<file path="src/rtl/minterm_pkg.sv">
// Shared types and constants for the minterm sweeper.
// State encodings, default input count and named truth tables.
package minterm_pkg;

  typedef enum logic [1:0] {
    S_IDLE = 2'd0,
    S_RUN  = 2'd1,
    S_DONE = 2'd2
  } state_e;

  localparam int N_VARS_DEF = 3;

  localparam logic [7:0] SOP_1357 = 8'hAA;
  localparam logic [7:0] POS_0246 = 8'hAA;
  localparam logic [7:0] ALL_ZERO = 8'h00;

endpackage

</file>
<file path="src/rtl/sweep_counter.sv">
// Minterm index plus settle down-counter for the sweeper.
// Ports: clk, rst_n, load, en in; idx, sample, last out.
module sweep_counter #(
  parameter int N_VARS = 3,
  parameter int SETTLE = 1
) (
  input  logic              clk,
  input  logic              rst_n,
  input  logic              load,
  input  logic              en,
  output logic [N_VARS-1:0] idx,
  output logic              sample,
  output logic              last
);

  localparam int CW =
    (SETTLE > 0) ? $clog2(SETTLE + 1) : 1;
  localparam logic [CW-1:0] CNT_INIT = CW'(SETTLE);
  localparam logic [N_VARS-1:0] IDX_MAX = '1;

  logic [N_VARS-1:0] idx_q, idx_d;
  logic [CW-1:0]     cnt_q, cnt_d;

  always_comb begin
    idx_d = idx_q;
    cnt_d = cnt_q;
    if (load) begin
      idx_d = '0;
      cnt_d = CNT_INIT;
    end else if (en) begin
      if (cnt_q != '0) begin
        cnt_d = cnt_q - CW'(1);
      end else if (idx_q != IDX_MAX) begin
        idx_d = idx_q + N_VARS'(1);
        cnt_d = CNT_INIT;
      end
    end
  end

  always_ff @(posedge clk or negedge rst_n) begin
    if (!rst_n) begin
      idx_q <= '0;
      cnt_q <= '0;
    end else begin
      idx_q <= idx_d;
      cnt_q <= cnt_d;
    end
  end

  assign idx    = idx_q;
  assign sample = (cnt_q == '0);
  assign last   = (idx_q == IDX_MAX);

endmodule

</file>
<file path="src/rtl/minterm_sweeper.sv">
// Clocked truth-table sweeper/checker for small logic functions.
// Ports: clk, rst_n, start, f_in in; vars, busy, done,
// table_out, pass, mismatch_idx out.
// Option: SWEEPER_STOP_ON_FAIL_EN ends the sweep at the first miss.
module minterm_sweeper
  import minterm_pkg::*;
#(
  parameter int N_VARS = N_VARS_DEF,
  parameter int SETTLE = 1,
  parameter logic [2**N_VARS-1:0] EXPECT = SOP_1357
) (
  input  logic                 clk,
  input  logic                 rst_n,
  input  logic                 start,
  output logic [N_VARS-1:0]    vars,
  input  logic                 f_in,
  output logic                 busy,
  output logic                 done,
  output logic [2**N_VARS-1:0] table_out,
  output logic                 pass,
  output logic [N_VARS-1:0]    mismatch_idx
);

  localparam int T = 2**N_VARS;

  state_e            state_q, state_d;
  logic [T-1:0]      table_q, table_d;
  logic              busy_q, busy_d;
  logic              done_q, done_d;
  logic              pass_q, pass_d;
  logic [N_VARS-1:0] mis_q, mis_d;
  logic              found_q, found_d;

  logic [N_VARS-1:0] idx;
  logic              sample;
  logic              last;
  logic              bit_s;
  logic              diff;
  logic              stop_now;
  logic              load;
  logic              en;

  // X/Z on the function output counts as 0
  assign bit_s = (f_in === 1'b1);
  assign diff  = (bit_s != EXPECT[idx]);

`ifdef SWEEPER_STOP_ON_FAIL_EN
  assign stop_now = (state_q == S_RUN) && sample && diff;
`else
  assign stop_now = 1'b0;
`endif

  assign load = start && (state_q != S_RUN);
  // freeze idx on an early stop so vars shows the failing minterm
  assign en   = (state_q == S_RUN) && !stop_now;

  sweep_counter #(
    .N_VARS (N_VARS),
    .SETTLE (SETTLE)
  ) u_cnt (
    .clk    (clk),
    .rst_n  (rst_n),
    .load   (load),
    .en     (en),
    .idx    (idx),
    .sample (sample),
    .last   (last)
  );

  always_comb begin
    state_d = state_q;
    table_d = table_q;
    busy_d  = busy_q;
    done_d  = done_q;
    pass_d  = pass_q;
    mis_d   = mis_q;
    found_d = found_q;
    unique case (state_q)
      S_IDLE, S_DONE: begin
        if (start) begin
          state_d = S_RUN;
          table_d = '0;
          busy_d  = 1'b1;
          done_d  = 1'b0;
          pass_d  = 1'b0;
          mis_d   = '0;
          found_d = 1'b0;
        end
      end
      S_RUN: begin
        if (sample) begin
          table_d[idx] = bit_s;
          if (diff && !found_q) begin
            mis_d   = idx;
            found_d = 1'b1;
          end
          if (last || stop_now) begin
            state_d = S_DONE;
            busy_d  = 1'b0;
            done_d  = 1'b1;
            pass_d  = (table_d == EXPECT);
          end
        end
      end
      default: state_d = S_IDLE;
    endcase
  end

  always_ff @(posedge clk or negedge rst_n) begin
    if (!rst_n) begin
      state_q <= S_IDLE;
      table_q <= '0;
      busy_q  <= 1'b0;
      done_q  <= 1'b0;
      pass_q  <= 1'b0;
      mis_q   <= '0;
      found_q <= 1'b0;
    end else begin
      state_q <= state_d;
      table_q <= table_d;
      busy_q  <= busy_d;
      done_q  <= done_d;
      pass_q  <= pass_d;
      mis_q   <= mis_d;
      found_q <= found_d;
    end
  end

  assign vars         = idx;
  assign busy         = busy_q;
  assign done         = done_q;
  assign table_out    = table_q;
  assign pass         = pass_q;
  assign mismatch_idx = mis_q;

endmodule

</file>
<file path="config.mk">
export PLATFORM = sky130hd
export DESIGN_NAME = minterm_sweeper
export DESIGN_NICKNAME = d
export VERILOG_FILES = /design/src/rtl/minterm_pkg.sv /design/src/rtl/sweep_counter.sv /design/src/rtl/minterm_sweeper.sv
export SDC_FILE = /design/constraint.sdc
export NUM_CORES = 1
export LEC_CHECK = 0
export CORE_MARGIN = 4
export CORE_UTILIZATION = 34
export CTS_CLUSTER_SIZE = 14
export DETAILED_ROUTE_END_ITERATION = 16
export PLACE_DENSITY = 0.6
export SLEW_MARGIN = 20
export SYNTH_ARGS = -nofsm -noshare
export SYNTH_HDL_FRONTEND = slang
export SYNTH_SLANG_ARGS = --single-unit
</file>
<file path="constraint.sdc">
create_clock -name clk -period 2 [get_ports clk]
set_clock_uncertainty 0.05 [all_clocks]
set_input_delay 0.5 -clock clk [delete_from_list [all_inputs] [get_ports clk]]
set_output_delay 0.5 -clock clk [all_outputs]
set_load 0.02 [all_outputs]
</file>
==> flow_summary_export.csv <==
group,metric,value,unit
routing,routed_wl,2700,um
timing,min_period,1940,ps
timing,rsz0062_at_grt,"false",
routing,drtAntennaViolNets,0,
yosys,syn_area,1180,um^2
timing,hold_viol,0,
clock_tree,clkLatencyLatePin,300,ps
setup_path,critical_path_required,1450,ps
timing,drv_slew,0,
global_routing,overflow,0,
yosys,yosysWarnings,0,
layout,nFillCells,339,
setup_path,worstPathBufferInverterCount,1,
place,post_dp_cell_area,1470,um^2
place,gp_congestion,0.823,
layout,design_area,1510,um^2
global_routing,antenna_found_initial,0,
routing,dr.pass1.iters,4,
setup_path,criticalPathCategory,"flip-flop to output port",
yosys,synthFlopType,"dfrtp_1",
clock_tree,post_cts_buffers,0,
floorplan,boundaryPins,21,
routing,vias,1052,
global_routing,grt_pass1_vias,1044,
setup_path,cp_max_fo,8,
timing,setup_tns,0,ps
clock_tree,htree_levels,1,
clock_tree,root_buffer,"clkbuf_4",
run_status,status,"completed",
global_routing,met2_usage,22.4,%
yosys,netlist.area_leader.share,44.5,%
floorplan,start_util,35.4,%
setup_path,max_stage_delay,630,ps
global_routing,grt_util_met3,2.02,%
layout,antenna_cells,0,
layout,drive_gt1_share,14.0,%
power_and_ir_drop,peakVddDrop,0.000523,V
place,port_buffers,20,
power_and_ir_drop,totalPowerFinal,2.30,mW
floorplan,design.core.area,3340,um^2
floorplan,die_w,66.9,um
layout,register_area,528,um^2
yosys,synth_area_leaders,"dfrtp_1 (45%), o21ai_0 (6.8%), nand2_1 (3.5%)",
layout,fin_nets,157,
layout,syn_to_final_growth,27.9,%
timing,holdWs,439,ps
setup_path,cp_slowest_cell,"clkdlybuf4s50_1",
yosys,async_reset_ff_share,100,%
routing,viasPerCell,5.37,
global_routing,top_usage_layer,"met2",
yosys,synth.largest_area_cell,"dfrtp_1",
routing,drcViolationCount,0,
setup_path,startpoint_type,"flip-flop",
setup_path,path_cells,"clkdlybuf4s50_1",
timing,min_period_over_period,96.9,%
yosys,ys_types,40,
place,pre_cts_slack,-288,ps
power_and_ir_drop,power.density,1520,nW/um^2
yosys,synth_seq_cells,21,
floorplan,row_count,21,
yosys,syn_inst,124,
timing,setup_viol,0,
power_and_ir_drop,p_leak,0.676,nW
setup_path,crit_family,"buffers and inverters",
timing,final_critical_path_setup_slack,61.8,ps
timing,timing.fmax,516,MHz
global_routing,groute.usage.overall,13.8,%
setup_path,end_kind,"output port",
floorplan,fp.dieH,66.9,um
clock_tree,clkTransAtPathRegs,120,ps
global_routing,grtUsageMet1,19.2,%
layout,multiInputGateArea,604,um^2
routing,wl_per_cell,13.8,um
place,dp_hpwl,1990,um
clock_tree,cts_buffers,3,
yosys,synth_fp_nets,130,
yosys,synth_edf_count,0,
timing,maxSlewHeadroom,64.6,%
timing,worst_slew_pin_slew,529,ps
routing,first_iter_violations,56,
setup_path,worstPathArrival,1390,ps
hold_path,holdCritPathClass,"flip-flop to flip-flop",
yosys,yosysSeqAreaShare,44.5,%
global_routing,grt_pass1_wl,4810,um
clock_tree,cts.path.max_buffers,2,
clock_tree,holdBufCountCts,0,
floorplan,die_area,4480,um^2
global_routing,grt_max_degree,22,
clock_tree,clock_sinks,21,
clock_tree,tritoncts,"done",
flow_run,drv_cap,0,
yosys,synth_area_per_cell,9.52,um^2
==> registers in the layout, indices dropped and copies added (netlist names) <==
signal and cells:
done 1, u_cnt.cnt_q 1, mismatch_idx 3, busy 1, found_q 1, state_q 2, pass 1, u_cnt.idx 3
table_out 8
==> layout make-up <==
type | instances | share of cell area [%]
Tap cell | 46 | 3.81
Timing Repair Buffer | 30 | 18.6
Multi-Input combinational cell | 92 | 40.0
Inverter | 3 | 0.746
Sequential cell | 21 | 35.0
Clock inverter | 1 | 0.332
Clock buffer | 3 | 1.49
==> repair_timing <==
action / in CTS / in global routing
resized for setup: 2 / 2
pin swaps: 0 / 0
endpoints found under the setup margin: 2 / 2
==> power by group <==
group	switching, mW	internal (mW)	leakage (nW)
combinational	0.726	0.627	0.391
sequential	0.155	0.581	0.267
clock	0.134	0.0744	0.0177
total	1.01	1.28	0.676
==> per-stage QoR <==
step                utilization [%]  std cells
global route                   45.2        196
detailed placement             44.2        192
CTS                            45.1        196
floorplan                         -        124
finish                         45.2        196
global placement               44.2        192
==> Yosys cell counts, types with 3 or more instances <==
cell and n:
nor2b_1 6, a21oi_1 5, clkbuf_1 5, nor3_1 4
nor2_1 7, nor4bb_1 3, nand2b_1 4, o21ai_0 16
o21a_1 3, mux2i_1 3, dfrtp_1 21, nand2_1 11
inv_1 3
==> worst paths after layout <==
kind / startpoint / to / slack [ps] / cells after the start
min in group asynchronous: rst_n / state_q[0] / 480 / 2
worst max register to register: state_q[1] / u_cnt.idx[0] / 180 / 4
worst max-delay path: u_cnt.idx[0] / vars[0] / 60 / 1
worst min register to register: done / done / 440 / 2
worst min-delay path: done / done / 440 / 2
max in group asynchronous: rst_n / u_cnt.idx[2] / 1190 / 2
==> kinds of logic after synthesis <==
group           after synthesis  share of synthesized area (%)
compound gates               37                           20.5
xor+xnor                      2                           1.48
fa+ha+maj                     2                           2.12
buf+inv                      11                           4.24
flops                        21                           44.5
mux                           5                           4.45
simple gates                 46                           22.7
==> placed cells by master (no fill, tap or decap), types with 2 or more instances in the layout <==
master,count
clkdlybuf4s50_1,18
dfrtp_1,19
nand2b_1,4
o21bai_1,2
nor2_1,7
dfrtp_2,2
clkbuf_4,3
o21a_1,3
inv_1,3
a21oi_1,5
mux2i_1,3
buf_4,10
mux2_2,2
nand3_1,2
a22o_1,2
dlymetal6s2s_1,2
nand2_1,11
nor3_1,4
nor4bb_1,3
o21ai_0,16
o31ai_1,2
nor2b_1,6
ha_1,2
==> layer usage <==
metal / wire [um] / vias to the layer above
li1: - / 505
met5: 0 / -
met3: 139 / 4
met2: 1310 / 38
met4: 26 / 0
met1: 1230 / 505
No activity file was read; power rests on OpenSTA's default activity.
==> patch, RTL diff (same settings) <==
Re-encode `state_e` (3 states) as one-hot, 3 bits wide.
--- a/src/rtl/minterm_pkg.sv
+++ b/src/rtl/minterm_pkg.sv
@@ -3,8 +3,8 @@
 package minterm_pkg;
 
-  typedef enum logic [1:0] {
-    S_IDLE = 2'd0,
-    S_RUN  = 2'd1,
-    S_DONE = 2'd2
+  typedef enum logic [2:0] {
+    S_IDLE = 3'b001,
+    S_RUN  = 3'b010,
+    S_DONE = 3'b100
   } state_e;
 
Formal check against the unedited RTL: same outputs for any inputs over 10 cycles, from zero or initial values and one cycle with rst_n low; not proved beyond that.
==> patch against the unedited design <==
Core utilization up 1.9 points; first-iteration DRC count grew 20%; wire length is 15% higher; global-route usage decreased by 0.72 points; critical endpoint is now vars[1]; register-to-register slack barely moved; synthesized cell count rose by 6.5%; cell area grew 8.3%; critical path depth is the same; sequential cell count rose by 1; setup slack improved by 77 ps; area after synthesis rose by 7.8%.
Power is not compared: it rests on default switching activity, and its combinational part moved more than twofold at a synthesized area within 25%.
==> patch: results (changes against the unedited design) <==
status complete, no violations (unchanged); Vias/cell 5.361 (was 5.367); hold path depth 1 (was 2); pre-CTS worst setup slack -294.1 ps (was -288.1 ps); met3 GRT Util 2.464% (was 2.024%); Worst-path clk slew 80 ps (was 120 ps); Hold WS 454.0 ps (was 438.9 ps); number of global-route vias before repair 1078 (was 1044); R2R depth 5 (was 4); synthesized area per cell 9.640 µm² (was 9.515 µm²); Routed WL 3104 µm (was 2701 µm); FF-to-FF Start u_cnt.idx[0] (was state_q[1]); Hold EP mismatch_idx[1] (was done); hold path startpoint mismatch_idx[1] (was done); GR Util met1 18.56% (was 19.19%); Crit Path Max Fanout 5 (was 8); Synth area leaders dfrtp_1 41%, o21ai_0 8.3%, a31oi_1 2.9% (was dfrtp_1 45%, o21ai_0 6.8%, nand2_1 3.5%); Final nets 169 (was 157); GR met2 Demand/Resource 19.92% (was 22.40%); first-pass GRT wire length 5223 µm (was 4809 µm); Post-Syn Nets 138 (was 130); clk root buf clkbuf_8 (was clkbuf_4); arrival time worst endpoint 1310 ps (was 1390 ps); share of layout cells above drive strength 1 16.05% (was 14.00%); Worst-Skew Late Latency 260 ps (was 300 ps); placed cells 204 (was 192); register area share after synthesis 43.36% (was 44.54%); Starting DRT DRC Count 67 (was 56)
==> patch: cell types whose count changed after synthesis, moves of 3 or more <==
cell      change
o21ai_0       +5
nor2b_1       -4
nand3b_1      +4
nand2_1       -6
a31oi_1       +6
nor4bb_1      -3
==> patch: timing repair <==
item | 4_1_cts | 5_1_grt
gates resized for setup | 3 | 1
cloned | 0 | 0
setup endpoints to repair | 3 | 1
pin swaps | 0 | 0
==> patch: cells by family after synthesis <==
family	Yosys count	synth area share [%]
multiplexers	4	3.441
buffers and inverters	13	5.211
XOR/XNOR	3	2.065
flip-flops	22	43.36
AND/OR/NAND/NOR	42	20.65
adder cells (fa/ha/maj)	2	1.966
AO/OA/AOI/OAI	46	23.31
==> patch: layout make-up <==
cell class                      count  area (µm²)
Fill cell                         352        1834
Inverter                            5       18.77
Multi-Input combinational cell     97       654.4
Sequential cell                    22       553.0
Clock buffer                        4       45.04
Timing Repair Buffer               34       305.3
Tap cell                           46       57.56
==> patch: stage by stage <==
step           util [%]  instance area [µm²]
3_5_place_dp      45.78                 1588
3_3_place_gp      45.78                 1588
4_1_cts           47.04                 1632
2_1_floorplan         -                 1272
5_1_grt           47.11                 1634
6_report          47.11                 1634
==> patch: how the worst max path moves through the flow <==
stage,startpoint,end,slack [ps],cells after the start
2_1_floorplan,state_q[0],mismatch_idx[1],240,4
3_3_place_gp,f_in,pass,-190,5
3_5_place_dp,f_in,pass,-290,5
4_1_cts,u_cnt.idx[0],vars[0],20,1
5_1_grt,table_out[2],table_out[2],80,1
6_report,u_cnt.idx[1],vars[1],140,1
==> patch: power by group through the flow <==
stage	logic [mW]	registers [mW]	clock network, mW
2_1_floorplan	0.274	0.564	0
3_3_place_gp	0.406	0.574	0
3_5_place_dp	0.409	0.576	0
4_1_cts	0.409	0.568	0.296
5_1_grt	0.450	0.579	0.313
6_report	0.409	0.570	0.289
==> patch: layer usage <==
layer | part of all wire (%) | routed length (µm)
met5 | 0 | 0
met4 | 1.1 | 33
met2 | 45 | 1397
met3 | 4.6 | 142
met1 | 49 | 1531
